--- src/rtl/sdram_init_monitor.sv ---
// sdram_init_monitor: watches SDRAM command pins and checks the JEDEC power-up
// sequence PRE-all -> N x AUTO_REFRESH -> LOAD_MODE_REGISTER, with minimum NOP gaps.
// Latency: every output reflects the command sampled on the preceding sys_clk edge.
// Backpressure: none; this is a passive observer and accepts one command per cycle.
//
// Ports:
//   sys_clk    - 100 MHz clock
//   sys_rst    - synchronous active-high reset
//   cmd        - {cs#,ras#,cas#,we#} as seen on the pins
//   ba         - bank address (not used for decoding)
//   addr       - A12..A0
//   init_done  - legal init sequence completed (terminal until reset)
//   err        - sticky protocol violation
//   err_code   - first violation: 1 early PRE, 2 wrong command, 3 tRP, 4 tRFC,
//                5 tMRD, 6 PRE without A10, 7 unsupported CAS latency
//   ar_cnt     - AUTO_REFRESH commands accepted, saturating at 3
//   cas_lat    - latched A6..A4 of the accepted LMR
//   burst_type - latched A3
//   burst_len  - latched A2..A0
//   wr_single  - latched A9
module sdram_init_monitor #(
  parameter int WAIT_CLK = 10000,
  parameter int TRP_CLK  = 2,
  parameter int TRFC_CLK = 7,
  parameter int TMRD_CLK = 2,
  parameter int A_R_TIME = 2
) (
  input  logic        sys_clk,
  input  logic        sys_rst,
  input  logic [3:0]  cmd,
  input  logic [1:0]  ba,
  input  logic [12:0] addr,
  output logic        init_done,
  output logic        err,
  output logic [2:0]  err_code,
  output logic [1:0]  ar_cnt,
  output logic [2:0]  cas_lat,
  output logic        burst_type,
  output logic [2:0]  burst_len,
  output logic        wr_single
);

  typedef enum logic [2:0] {
    M_PWR,
    M_TRP,
    M_TRFC,
    M_TMRD,
    M_DONE,
    M_ERR
  } mstate_t;

  localparam logic [3:0] CMD_NOP = 4'b0111;
  localparam logic [3:0] CMD_PRE = 4'b0010;
  localparam logic [3:0] CMD_AR  = 4'b0001;
  localparam logic [3:0] CMD_LMR = 4'b0000;

  // Thresholds widened to 16 bits so the 15-bit gap (+1) compares without overflow.
  localparam logic [15:0] WAIT_W = 16'(WAIT_CLK);
  localparam logic [15:0] TRP_W  = 16'(TRP_CLK);
  localparam logic [15:0] TRFC_W = 16'(TRFC_CLK);
  localparam logic [15:0] TMRD_W = 16'(TMRD_CLK);
  localparam logic [2:0]  ART_W  = 3'(A_R_TIME);

  mstate_t     state;
  mstate_t     state_nxt;
  logic [14:0] gap;
  logic [15:0] gap_w;
  logic [15:0] gap_inc_w;
  logic        is_nop;
  logic        is_pre;
  logic        is_ar;
  logic        is_lmr;
  logic        fault;
  logic [2:0]  fault_code;
  logic [1:0]  ar_nxt;
  logic        mode_ld;
  logic        cas_ok;
  logic        unused_bits;

  // Bank address and the mode-register bits we do not interpret are ignored.
  assign unused_bits = ^{ba, addr[12:11], addr[8:7]};

  // Chip-select deasserted means the device sees a NOP whatever the other pins say.
  assign is_nop    = cmd[3] | (cmd == CMD_NOP);
  assign is_pre    = (cmd == CMD_PRE);
  assign is_ar     = (cmd == CMD_AR);
  assign is_lmr    = (cmd == CMD_LMR);
  assign gap_w     = {1'b0, gap};
  assign gap_inc_w = gap_w + 16'd1;
  assign cas_ok    = (addr[6:4] == 3'b010) || (addr[6:4] == 3'b011);

  always_comb begin
    state_nxt  = state;
    fault      = 1'b0;
    fault_code = 3'd0;
    ar_nxt     = ar_cnt;
    mode_ld    = 1'b0;
    case (state)
      M_PWR: begin
        if (!is_nop) begin
          if (is_pre) begin
            if (gap_w < WAIT_W) begin
              fault      = 1'b1;
              fault_code = 3'd1;
            end else if (!addr[10]) begin
              fault      = 1'b1;
              fault_code = 3'd6;
            end else begin
              state_nxt = M_TRP;
            end
          end else begin
            fault      = 1'b1;
            fault_code = 3'd2;
          end
        end
      end
      M_TRP: begin
        if (!is_nop) begin
          if (!is_ar) begin
            fault      = 1'b1;
            fault_code = 3'd2;
          end else if (gap_w < TRP_W) begin
            fault      = 1'b1;
            fault_code = 3'd3;
          end else begin
            state_nxt = M_TRFC;
            ar_nxt    = 2'd1;
          end
        end
      end
      M_TRFC: begin
        if (!is_nop) begin
          if (gap_w < TRFC_W) begin
            fault      = 1'b1;
            fault_code = 3'd4;
          end else if (is_ar) begin
            ar_nxt = (ar_cnt == 2'd3) ? ar_cnt : ar_cnt + 2'd1;
          end else if (is_lmr && ({1'b0, ar_cnt} >= ART_W)) begin
            if (cas_ok) begin
              state_nxt = M_TMRD;
              mode_ld   = 1'b1;
            end else begin
              fault      = 1'b1;
              fault_code = 3'd7;
            end
          end else begin
            fault      = 1'b1;
            fault_code = 3'd2;
          end
        end
      end
      M_TMRD: begin
        if (!is_nop) begin
          fault      = 1'b1;
          fault_code = 3'd5;
        end else if (gap_inc_w >= TMRD_W) begin
          // This NOP completes the tMRD window.
          state_nxt = M_DONE;
        end
      end
      default: begin
        // M_DONE and M_ERR are terminal until reset.
        state_nxt = state;
      end
    endcase
    if (fault) begin
      state_nxt = M_ERR;
    end
  end

  always_ff @(posedge sys_clk) begin
    if (sys_rst) begin
      state      <= M_PWR;
      gap        <= 15'd0;
      init_done  <= 1'b0;
      err        <= 1'b0;
      err_code   <= 3'd0;
      ar_cnt     <= 2'd0;
      cas_lat    <= 3'd0;
      burst_type <= 1'b0;
      burst_len  <= 3'd0;
      wr_single  <= 1'b0;
    end else begin
      state     <= state_nxt;
      init_done <= (state_nxt == M_DONE);
      ar_cnt    <= ar_nxt;
      if (!is_nop) begin
        gap <= 15'd0;
      end else if (gap != 15'h7fff) begin
        gap <= gap + 15'd1;
      end
      // fault is only raised outside the terminal states, so the first code sticks.
      if (fault) begin
        err      <= 1'b1;
        err_code <= fault_code;
      end
      if (mode_ld) begin
        cas_lat    <= addr[6:4];
        burst_type <= addr[3];
        burst_len  <= addr[2:0];
        wr_single  <= addr[9];
      end
    end
  end

endmodule

--- config.mk ---
export PLATFORM = sky130hd
export DESIGN_NAME = sdram_init_monitor
export DESIGN_NICKNAME = d
export VERILOG_FILES = /design/src/rtl/sdram_init_monitor.sv
export SDC_FILE = /design/constraint.sdc
export NUM_CORES = 1
export LEC_CHECK = 0
export BUFFER_PORTS_ARGS = -buffer_cell sky130_fd_sc_hd__buf_2
export CAP_MARGIN = 20
export CELL_PAD_IN_SITES_DETAIL_PLACEMENT = 0
export CELL_PAD_IN_SITES_GLOBAL_PLACEMENT = 1
export CORE_ASPECT_RATIO = 0.75
export CORE_UTILIZATION = 36
export DETAILED_ROUTE_END_ITERATION = 8
export PLACE_DENSITY_LB_ADDON = 0.1
export REMOVE_ABC_BUFFERS = 1
export SLEW_MARGIN = 20
export SYNTH_ARGS = -nofsm -noshare
export SYNTH_HDL_FRONTEND = slang
export SYNTH_SLANG_ARGS = --single-unit
--- constraint.sdc ---
create_clock -name sys_clk -period 2.4 [get_ports sys_clk]
set_input_delay 0.48 -clock sys_clk [delete_from_list [all_inputs] [get_ports sys_clk]]
set_output_delay 0.48 -clock sys_clk [all_outputs]
set_load 0.02 [all_outputs]
; After elaboration in Yosys (flattened, before gate mapping)
; Cells that the tools add are included.
[word_totals]
register_bits = 33
[classes]
add_sub_neg = 3
muxes = 58
bitwise = 2
n_eq_ne = 18
n_reduce_logical = 7
order_cmp = 5
[op_table]
columns = cell, n
row1 = 2-to-1 mux 3 bit, 25
row2 = case mux 3 bit (4 select lines), 2
row3 = 2-to-1 mux 2 bit, 10
row4 = 2-to-1 mux 1 bit, 19
row5 = adder 15 x 1 -> 16 bit (second input constant), 1
row6 = >= comparator 16 x 2 -> 1 bit (second input constant), 1
row7 = adder 15 x 1 -> 15 bit (second input constant), 1
row8 = less-than comparator 15 x 14 -> 1 bit (second input constant), 1
row9 = less-than comparator 15 x 2 -> 1 bit (second input constant), 1
row10 = less-than comparator 15 x 3 -> 1 bit (second input constant), 1
row11 = inequality test 15 bit (second input constant), 1
row12 = inequality test 2 bit (second input constant), 7
row13 = == test 3 x 2 -> 1 bit (second input constant), 4
row14 = AND reduction 8 bit, 1
row15 = == test 4 x 1 -> 1 bit (second input constant), 1
row16 = == test 4 x 2 -> 1 bit (second input constant), 1
row17 = == test 4 x 3 -> 1 bit (second input constant), 1
row18 = logical NOT 4 bit, 1
row19 = case mux 1 bit (4 select lines), 1
row20 = case mux 2 bit (2 select lines), 1
row21 = == test 3 x 1 -> 1 bit (second input constant), 1
row22 = == test 3 bit (second input constant), 1
row23 = logical NOT 3 bit, 1
row24 = adder 2 x 1 -> 2 bit (second input constant), 1
row25 = 8 further kinds, 8

; Depth between registers and ports, before layout
[logic_depth]
ltp_word = 10
ltp_mapped = 9
ltp_nobuf = 9

; Worst setup path after synthesis
; Ideal clock, no wire load.
[synth_timing]
path_type = input to register
from = input cmd[1]
to = register state[0]
stages = 8
n_path_buf = 2
setup_ns = 0.058
setup_slack_ns = 0.106
arrival_time_ns = 2.236
required_time_ns = 2.342
cell_sequence = buf_6 > or3_1 > or4_1 > or3_1 > buf_6 > o2111a_1 > o21ai_2 > and2b_1
[synth_via]
elab_chain_len = 8
elab_cells_between_ends = 27
classes_between = eq/ne (3) / mux (21) / bitwise (1) / reduce/logical (2)
[synth_rtl]
columns = element, line
row1 = start: declaration, 30  ; input logic [3:0] cmd,
row2 = logical NOT 4 bit, 87  ; assign is_lmr = (cmd == CMD_LMR);
row3 = logical AND 1 bit, 138  ; end else if (is_lmr && ({1'b0, ar_cnt} >= ART_W)) begin
row4 = 2-to-1 mux 3 bit or 2-to-1 mux 1 bit (tied branches), 138
row5 = 2-to-1 mux 3 bit or 2-to-1 mux 1 bit (tied branches), 136  ; end else if (is_ar) begin
row6 = 2-to-1 mux 3 bit or 2-to-1 mux 1 bit (tied branches), 133  ; if (gap_w < TRFC_W) begin
row7 = 2-to-1 mux 3 bit or 2-to-1 mux 1 bit (tied branches), 132  ; if (!is_nop) begin
row8 = case mux 3 bit (4 select lines) or case mux 1 bit (4 select lines) (tied branches), 98  ; case (state)
row9 = 2-to-1 mux 3 bit (*), 166  ; if (fault) begin
row10 = end signal: assignment, 184  ; state <= state_nxt;
row11 = end: declaration, 64  ; mstate_t state;
; Every way passes the cells marked *; elsewhere a longest branch is shown, timed or not.
; A chain may end at the register's enable or synchronous reset.

; Worst setup path after layout
[layout_timing]
from = register gap[8]
to = register init_done
[layout_via]
elab_chain_len = 7
elab_cells_between_ends = 27
classes_between = add/sub (1) / order compare (4) / eq/ne (1) / mux (21)
[layout_rtl]
columns = element, line
row1 = start: declaration, 66  ; logic [14:0] gap;
row2 = start signal: assignment, 190  ; gap <= gap + 15'd1;
row3 = "adder 15 x 1 -> 16 bit, or another cell as far along", 89  ; assign gap_inc_w = gap_w + 16'd1;
row4 = ">= comparator 16 x 2 -> 1 bit, or another cell as far along", 156  ; end else if (gap_inc_w >= TMRD_W) begin
row5 = "2-to-1 mux 3 bit, or another cell as far along", 156
row6 = "2-to-1 mux 3 bit, or another cell as far along", 153  ; if (!is_nop) begin
row7 = case mux 3 bit (4 select lines) or case mux 1 bit (4 select lines) (tied branches), 98
row8 = 2-to-1 mux 3 bit (*), 166
row9 = == test 3 bit (*), 185  ; init_done <= (state_nxt == M_DONE);
row10 = end signal: assignment, 185
row11 = end: declaration, 33  ; output logic init_done,
; Marked as above.

==> results.json <==
{
  "die_w_um": 85.38,
  "final_nets": 305,
  "dieArea_um2": 5509,
  "rsz0062_at_grt": "yes",
  "p_per_area_nw_per_um2": 527.5,
  "ir_worst_vdd_mv": 0.2827,
  "grt_pass1_vias": 1615,
  "synth_area_leaders": "dfxtp_1, a21oi_1, nor2_1",
  "grt_overflow": 0,
  "ant_nets": 0,
  "worstPathArrival_ps": 2450,
  "skew_ps": 3.726,
  "slew_headroom_pct": 69.82,
  "antenna-diode-count": 0,
  "hp-class": "input port to register",
  "p_int_w": 0.0009356,
  "vias_per_cell": 5.194,
  "worst_slew_pin_slew_ps": 450.0,
  "met1_length_um": 2603,
  "cts_root_buffer": "clkbuf_8",
  "synth_top_cell_by_area": "dfxtp_1",
  "antenna_found_initial": 0,
  "finalMaxSlewViolations": 0,
  "hold_path_end": "wr_single$_SDFFE_PP0P_",
  "area_growth_syn_to_layout_pct": 26.47,
  "io_buffer_count": 29,
  "fp.dieH_um": 64.53,
  "grt_pass1_wl_um": 7748,
  "hold_viol": 0,
  "yosys-top-cells-count": "dfxtp_1, nor2_1, a21oi_1",
  "startpoint_type": "register",
  "yosysMostFrequentCell": "dfxtp_1",
  "fmax_mhz": 444.5,
  "post_drt_wl_per_cell_um": 13.31,
  "cap_violations": 0,
  "synth_seq_cells": 33,
  "drive_gt1_share_pct": 25.98,
  "synth_cell_types": 47,
  "num_rows": 22,
  "cp_cell_sequence": "nand3_1 -> nor4_4 -> mux2i_1 -> o22ai_1 -> nand4_1 -> buf_4 -> nand2_1 -> a211oi_1",
  "cts_buffers": 5,
  "synth-edff-count": 0,
  "critPathKind": "register to register",
  "grt_max_degree": 19,
  "r2r_end": "init_done$_SDFF_PP0_",
  "r2r_cells": 8,
  "first_iter_violations": 136,
  "io_pins": 36,
  "n_fill_cell": 496,
  "firstDrtPassIters": 4,
  "p_seq_share_pct": 45.8,
  "drc_errors": 0,
  "status": "completed",
  "top_layer": "met4",
  "tritoncts": "yes",
  "cp_max_fo": 9,
  "worstHoldStart": "addr[9]",
  "crit_family": "simple AND/OR/NAND/NOR gates",
  "grt_usage_pct": 18.05,
  "hold_depth": 3,
  "switchingPower_w": 0.0003164,
  "tns_ps": 0,
  "hpwl_um": 3340,
  "multi_input_area_um2": 1129,
  "cts_sinks": 33,
  "async_flop_share_pct": 0,
  "synth_flop_cell": "dfxtp_1",
  "power.leakage_nw": 0.9941,
  "regToRegSetupSlack_ps": 150,
  "syn_avg_cell_area_um2": 8.021,
  "comb_power_share_pct": 11.6,
  "path_clk_slew_ps": 80,
  "pwr-share-clk_pct": 42.7,
  "synth_top_area_share_pct": 35.20,
  "yosysSeqAreaShare_pct": 35.20,
  "wl_met3_um": 190,
  "dr_wl_met2_um": 1693,
  "clock_path_buffers": 2,
  "fin_hold_ws_ps": 419.5,
  "syn_area_um2": 1877,
  "core-area_um2": 4955,
  "crit_buf_inv": 1,
  "ys.warnings.count": 0,
  "routed_wl_um": 4539,
  "cp-end-kind": "register",
  "slowest_stage": "dfxtp_1",
  "min_period_ps": 2250,
  "cts_max_level": 2,
  "switching_share_pct": 25.27,
  "max_stage_delay_ps": 480,
  "num_vias": 1771,
  "finalSetupViolCount": 0,
  "seqCellArea_um2": 660.6,
  "finalCritPeriodShare_pct": 93.74,
  "initial_core_util_pct": 37.88,
  "synth_cells": 234,
  "r2r_start": "gap[8]$_SDFFE_PP0P_",
  "place_congestion": 0.7829,
  "crit_required_ps": 2600,
  "worstSkewPairLatency_ps": 290
}
## worst register-to-register path, stage by stage, from the launching register on
cell	delay (ps)
dfxtp_1	480
nand3_1	330
nor4_4	350
mux2i_1	230
o22ai_1	130
nand4_1	180
buf_4	150
nand2_1	60
a211oi_1	250
## metrics by stage
step	cells	setup slack, ps	utilization (%)	total power (W)	area [um2]
finish	341	150.3	47.90	0.001252	2374
global route	341	-24.32	47.90	0.001316	2374
CTS	340	102.4	47.22	0.001268	2340
detailed placement	332	-17.37	44.90	0.0007257	2225
global placement	332	-31.92	44.90	0.0007277	2225
floorplan	216	143.0	-	0.0006605	1789
## cells by family after synthesis
family,Yosys count,share of synthesized area [%]
fa+ha+maj,4,2.667
buf+inv,25,6.067
flops,33,35.20
xor+xnor,14,6.533
simple gates,98,27.40
mux,9,4.867
compound gates,51,17.27
## flip-flops by register name, indices dropped and copies added (netlist names)
name / flops
gap: 15
burst_len: 3
cas_lat: 3
err_code: 3
state: 3
ar_cnt: 2
burst_type: 1
err: 1
init_done: 1
wr_single: 1
## power by group through the flow
| stage | logic [W] | clock network [W] | registers [W] |
|---|---|---|---|
| finish | 0.000145 | 0.000534 | 0.000573 |
| global route | 0.000163 | 0.000578 | 0.000575 |
| CTS | 0.000141 | 0.000554 | 0.000573 |
| detailed placement | 0.000140 | 0 | 0.000586 |
| global placement | 0.000142 | 0 | 0.000586 |
| floorplan | 0.0000685 | 0 | 0.000592 |
## cell type report
type                    instances  share of cell area (%)
multi-input cells             176                   47.55
flip-flops and latches         33                   27.83
repair buffers                 57                   15.50
well taps                      60                   3.163
clock buffers                   5                   2.899
clock inverters                 3                   1.950
inverters                       7                   1.107
## how the worst max path moves through the flow
stage                        startpoint                         to  slack [ps]  depth (start not counted)
floorplan                        cmd[1]        state[0]$_SDFF_PP0_         140                          6
global placement                 cmd[1]    cas_lat[0]$_SDFFE_PP0P_         -30                          7
detailed placement               cmd[1]  burst_len[2]$_SDFFE_PP0P_         -20                          7
CTS                 gap[0]$_SDFFE_PP0P_        state[1]$_SDFF_PP0_         100                          8
global route        gap[8]$_SDFFE_PP0P_       init_done$_SDFF_PP0_         -20                          8
finish              gap[8]$_SDFFE_PP0P_       init_done$_SDFF_PP0_         150                          8
## cells in the final DEF (no fill, tap or decap), types with 5 or more instances in the layout
cell type  netlist  layout
xnor2_1          9       9
xor2_1           5       5
clkbuf_8         0       5
nand3_1          9       9
nor3b_1          5       5
inv_1            7       7
nand2_1         19      19
a31oi_1          8       8
nand4_1          5       5
dfxtp_1         33      33
mux2i_1          8       8
a21oi_1         20      19
nor3_1           7       6
buf_4            0      27
buf_2            4      29
nor4_1           6       6
nor2_1          26      26
## timing repair
item,4_1_cts,5_1_grt
buffers inserted,0,1
gates resized for setup,0,4
endpoints found under the hold margin,0,0
endpoints found under the setup margin,0,1
hold buffers,0,0
## metal layers
metal	GRT usage, %	vias to the layer above
met5	0	-
met4	5.625	0
met3	4.841	5
met2	24.09	30
met1	27.49	805
li1	-	931
Power figures use the tool's default switching activity.
